==> src/rtl/mdu_arbiter.sv <==
// mdu_arbiter: shares one multi-cycle MDU between NUM_REQ requesters.
// A round-robin pick in IDLE latches the winner's op/operands, pulses the
// MDU once, waits for its ready level, then returns the result to the owner.
// Only one operation is ever in flight.
module mdu_arbiter #(
  parameter int NUM_REQ = 2
) (
  input  logic                    clk,
  input  logic                    rst,
  input  logic [NUM_REQ-1:0]      req_valid_i,
  input  logic [3*NUM_REQ-1:0]    req_op_i,
  input  logic [32*NUM_REQ-1:0]   req_rs1_i,
  input  logic [32*NUM_REQ-1:0]   req_rs2_i,
  input  logic [NUM_REQ-1:0]      req_kill_i,
  output logic [NUM_REQ-1:0]      req_ready_o,
  output logic [NUM_REQ-1:0]      resp_valid_o,
  output logic [31:0]             resp_data_o,
  output logic                    busy_o,
  output logic                    mdu_valid_o,
  output logic [2:0]              mdu_op_o,
  output logic [31:0]             mdu_rs1_o,
  output logic [31:0]             mdu_rs2_o,
  input  logic                    mdu_ready_i,
  input  logic [31:0]             mdu_rd_i
);

  localparam int PW = (NUM_REQ > 1) ? $clog2(NUM_REQ) : 1;

  typedef enum logic [1:0] {
    IDLE  = 2'd0,
    ISSUE = 2'd1,
    WAIT  = 2'd2,
    RESP  = 2'd3
  } state_t;

  state_t              state, state_n;
  logic [PW-1:0]       rr_ptr;
  logic [PW-1:0]       owner;
  logic                killed;
  logic [31:0]         result;

  logic [NUM_REQ-1:0]  eligible;
  logic                gnt_found;
  logic [PW-1:0]       gnt_idx;
  logic [PW-1:0]       gnt_next;
  logic [NUM_REQ-1:0]  gnt_oh;
  logic [NUM_REQ-1:0]  resp_oh;

  // Round-robin search: first eligible index at or after rr_ptr, wrapping.
  always_comb begin
    int          cand;
    logic [PW-1:0] cand_idx;
    eligible  = req_valid_i & ~req_kill_i;
    gnt_found = 1'b0;
    gnt_idx   = '0;
    cand      = 0;
    cand_idx  = '0;
    for (int i = 0; i < NUM_REQ; i++) begin
      cand = int'(rr_ptr) + i;
      if (cand >= NUM_REQ) cand = cand - NUM_REQ;
      cand_idx = PW'(cand);
      if (!gnt_found && eligible[cand_idx]) begin
        gnt_found = 1'b1;
        gnt_idx   = cand_idx;
      end
    end
    gnt_next = (gnt_idx == PW'(NUM_REQ - 1)) ? '0 : gnt_idx + PW'(1);
  end

  // Next-state and strobe decode; ready is gated by reset so nothing is
  // ever acknowledged on a cycle that will be discarded.
  always_comb begin
    state_n = state;
    gnt_oh  = '0;
    resp_oh = '0;
    case (state)
      IDLE: begin
        if (gnt_found) begin
          state_n = ISSUE;
          if (!rst) gnt_oh[gnt_idx] = 1'b1;
        end
      end
      ISSUE: state_n = WAIT;
      WAIT:  if (mdu_ready_i) state_n = RESP;
      RESP: begin
        state_n = IDLE;
        if (!killed && !req_kill_i[owner]) resp_oh[owner] = 1'b1;
      end
      default: state_n = IDLE;
    endcase
  end

  assign req_ready_o  = gnt_oh;
  assign resp_valid_o = resp_oh;
  assign resp_data_o  = (|resp_oh) ? result : 32'd0;
  assign busy_o       = (state != IDLE);
  assign mdu_valid_o  = (state == ISSUE);

  // State register.
  always_ff @(posedge clk) begin
    if (rst) state <= IDLE;
    else     state <= state_n;
  end

  // Grant bookkeeping, operand capture, kill tracking and result capture.
  always_ff @(posedge clk) begin
    if (rst) begin
      rr_ptr    <= '0;
      owner     <= '0;
      killed    <= 1'b0;
      result    <= '0;
      mdu_op_o  <= '0;
      mdu_rs1_o <= '0;
      mdu_rs2_o <= '0;
    end else begin
      if (state == IDLE && gnt_found) begin
        owner     <= gnt_idx;
        rr_ptr    <= gnt_next;
        killed    <= 1'b0;
        mdu_op_o  <= req_op_i[3*int'(gnt_idx) +: 3];
        mdu_rs1_o <= req_rs1_i[32*int'(gnt_idx) +: 32];
        mdu_rs2_o <= req_rs2_i[32*int'(gnt_idx) +: 32];
      end
      // The MDU op cannot be cancelled, so a flush only suppresses delivery.
      if ((state == ISSUE || state == WAIT) && req_kill_i[owner])
        killed <= 1'b1;
      if (state == WAIT && mdu_ready_i)
        result <= mdu_rd_i;
    end
  end

  a_ready_onehot: assert property (@(posedge clk) disable iff (rst)
    $onehot0(req_ready_o));
  a_resp_onehot: assert property (@(posedge clk) disable iff (rst)
    $onehot0(resp_valid_o));
  a_no_ready_busy: assert property (@(posedge clk) disable iff (rst)
    busy_o |-> (req_ready_o == '0));

endmodule
==> config.mk <==
export PLATFORM = sky130hd
export DESIGN_NAME = mdu_arbiter
export DESIGN_NICKNAME = d
export VERILOG_FILES = /design/src/rtl/mdu_arbiter.sv
export SDC_FILE = /design/constraint.sdc
export NUM_CORES = 1
export LEC_CHECK = 0
export ABC_CLOCK_PERIOD_IN_PS = 1700
export CORE_MARGIN = 8
export CORE_UTILIZATION = 33
export DETAILED_ROUTE_END_ITERATION = 8
export GPL_TIMING_DRIVEN = 0
export PLACE_DENSITY = 0.85
export SETUP_SLACK_MARGIN = 0.05
export SLEW_MARGIN = 5
export SYNTH_ARGS = -nofsm -noshare
export SYNTH_HDL_FRONTEND = slang
export SYNTH_SLANG_ARGS = --single-unit
==> constraint.sdc <==
create_clock -name clk -period 1.7 [get_ports clk]
set_clock_uncertainty 0.05 [all_clocks]
set_input_delay 0.34 -clock clk [delete_from_list [all_inputs] [get_ports clk]]
set_output_delay 0.34 -clock clk [all_outputs]
set_load 0.005 [all_outputs]
==> flow_results.org <==
** Placement
- Post-DP HPWL :: 13.4 mm
- The congestion estimate from routability-driven global placement came to 0.816.
- Placed instance count :: 884
- During placement, the flow inserted port buffers numbering 277.

** STA
- Hold violation count in the final report :: 0
- Minimum clock period after layout :: 2.25 ns
- Final-layout worst hold slack :: 0.407 ns
- Worst-Margin Slew :: 0.451 ns
- Final-report setup violation count :: 104
- Timing would allow up to 445 MHz.
- Crit path setup slack, layout :: -0.546 ns
- RSZ-0062 raised after global routing :: yes
- The max-slew violation count is 0.
- In the finished design, the share of the clock period the worst path needs comes to 132%.
- Rel. slew slack :: 69.9%

** Synthesis
- For this run, the leading register cell type out of synthesis is dfxtp_1.
- Yosys instantiated no cell more often than dfxtp_1.
- After technology mapping, the gate count stands at 435.
- The largest total area in the synthesized netlist belongs to dfxtp_1.
- Number of flip-flops and latches in the synthesized netlist :: 104
- Sequential element share of the synthesized area :: 49.4%
- Proportion of synthesized flip-flops having asynchronous set or reset :: 0%
- By area the synthesized netlist is led by dfxtp_1, a221o_1, and2_1, nand2_1, a21oi_1.
- Yosys mapped a number of flops with a built-in enable equal to 0.
- Unique cell type count in the Yosys netlist :: 26
- Total standard cell area after synthesis :: 0.00422 mm^2
- Top post-synthesis cells by count :: dfxtp_1, and2_1, a221o_1
- Synth warnings :: 0
- Mapped Nets :: 613
- Share of Yosys cell area claimed by the top area cell type :: 49.4%
- Synthesized area divided by synthesized cell count :: 9.70 um^2

** Floorplanning
- Ports :: 278
- Die W :: 129 um
- Number of core rows :: 41
- The floorplan step set the die height to 129 um.
- The floorplan step defined a core boundary enclosing 0.0126 mm^2.
- Initial cell density of the core :: 33.6%
- Total die area :: 0.0167 mm^2

** Worst setup path
- Max FO, Critical Path :: 5
- Critical Path Sink Type :: output port
- Critical path class :: flip-flop to output port
- CP Data Arrival Time :: 1.86 ns
- The worst setup path is launched from a flip-flop.
- Data on the critical path is required at its endpoint by 1.31 ns.

** Cells and area
- Of the cells placed in the final design, the portion with a size suffix greater than 1 is 28.9%.
- Final cell count without fillers :: 937
- The number of antenna diodes in the final layout is 0.
- Layout overhead on the synthesized area :: 102%
- Final-stage net count :: 938

** Global route
- After global routing, the most crowded layer is met2.
- Met1 layer usage reported by global route :: 22.2%
- Global routing used 6.66% of the available met3 tracks.
- The first global-routing pass estimated 27.5 mm of wire.
- The via count of the first global-routing pass came to 5157.
- Total global-route track usage :: 21.4%
- Summed over all layers, the global routing overflow is 0.
- Pin count of the biggest net entering global routing :: 17
- In the global route stage, met2 resource usage came out at 39.0%.
- The initial antenna violation count is 0.

** Clocking
- Clk_lat worst skew :: 0.35 ns
- Cell at the root of the clock tree :: clkbuf_16
- For this design, the sink count on the clock tree is 104.
- TritonCTS clock tree :: done
- Maximum buffer depth of the clock tree :: 2
- Clock-pin slew was measured on the worst setup and hold paths at 0.07 ns.
- CTS buffer count :: 9
- CTS built an H-tree with a depth of 3.

** Power and ir drop
- Total power per unit cell area :: 1020 mW/mm^2
- VDD sags by at most 0.495 mV.
- The analysis attributes to cell leakage a power of 3.87 nW.

** Drt
- Number of nets with antenna violations after detailed routing :: 0
- After detailed routing, the total wire length is 18.9 mm.
- In the final routed layout, each cell accounts on average for 20.2 um.
- Using the TritonRoute via totals, the vias-per-cell ratio works out to 5.03.
- After detailed routing, the number of remaining DRC violations is 0.
- Iteration-0 DRC count of the detailed router :: 182
- Count of vias placed by the detailed router :: 4714
- The first detailed-routing pass took 7 iterations.

** Job
- Max-cap violations :: 0

** Run status
- Outcome :: finished with violations
- The final reports fail on negative setup slack.

** Hold path
- Hold Path Class :: flip-flop to flip-flop
==> sequential cells by signal, summed over array words and instances, names as in the netlist <==
name       count
killed         1
state          2
mdu_op_o       3
owner          1
result        32
mdu_rs2_o     32
rr_ptr         1
mdu_rs1_o     32
==> metrics by stage <==
stage               utilization (%)  TNS [ns]  power [mW]  setup slack [ns]  area (um^2)
floorplan                         -         0        4.13            0.0602         4240
global placement               57.5    -74.94        5.48             -1.15         7230
detailed placement             57.5    -78.11        5.58             -1.16         7230
CTS                            65.9    -21.30        8.56            -0.568         8280
global route                   67.8    -27.77        9.08            -0.610         8520
finish                         67.8    -21.64        8.67            -0.546         8520
==> cell families after synthesis <==
kind of cell | Yosys count | synth area share, %
compound gates | 105 | 20.7
fa+ha+maj | 5 | 1.48
buf+inv | 39 | 4.15
flops | 104 | 49.4
mux | 2 | 0.504
simple gates | 180 | 23.8
==> layer usage <==
layer / up-vias / wire, um
li1: 2196 / -
met1: 2233 / 6870
met2: 239 / 9980
met3: 46 / 1500
met4: 0 / 576
met5: - / 0
==> power by group <==
part	internal [mW]	switching [mW]	leakage (nW)
logic	1.95	1.25	2.85
registers	2.87	0.267	0.852
clock network	1.41	0.922	0.169
total	6.23	2.44	3.87
==> final cells by class <==
class	count	area (um^2)
fill	912	4050
timing repair buffer	315	3310
multi-input combinational	292	2200
sequential	104	2100
buffer	34	338
clock buffer	12	267
tap	172	215
clock inverter	4	73.8
inverter	4	20.0
==> path summary, 6_finish.rpt <==
check | to | slack (ns) | depth (start not counted) | startpoint
max | resp_data_o[13] | -0.55 | 7 | owner
min | result[16] | 0.41 | 2 | result[16]
max reg2reg | mdu_rs1_o[1] | -0.14 | 10 | state[1]
min reg2reg | result[16] | 0.41 | 2 | result[16]
==> cell usage in the layout (no fill, tap or decap), drive strengths merged <==
cell / Yosys / routed
clkdlybuf4s50: 0 / 205
dfxtp: 104 / 104
and2: 101 / 101
buf: 14 / 96
a221o: 67 / 67
nand2: 66 / 66
a21oi: 34 / 34
clkbuf: 21 / 26
dlymetal6s2s: 0 / 24
dlygate4sd2: 0 / 10
ha: 5 / 5
inv: 4 / 5
nor2: 4 / 4
nand2b: 3 / 3
nor4: 2 / 2
a21o: 2 / 2
bufinv: 0 / 2
mux2: 1 / 1
nor3b: 1 / 1
nor2b: 1 / 1
and3b: 1 / 1
a32oi: 1 / 1
a311oi: 1 / 1
nor3: 1 / 1
mux2i: 1 / 1
clkinv: 0 / 1
==> critical path, cell delays in order, from the launching register on <==
cell,delay [ns]
dfxtp_4,0.35
mux2_4,0.32
nor3b_4,0.23
buf_6,0.16
buf_6,0.12
buf_8,0.10
and2_4,0.14
buf_6,0.09
==> timing repair <==
action,CTS,global route
pin swaps,73,8
endpoints found under the setup margin,144,162
hold buffers,0,0
setup buffers,25,3
gates resized for setup,335,77
cloned,10,1
No activity file was read; power rests on OpenSTA's default activity.
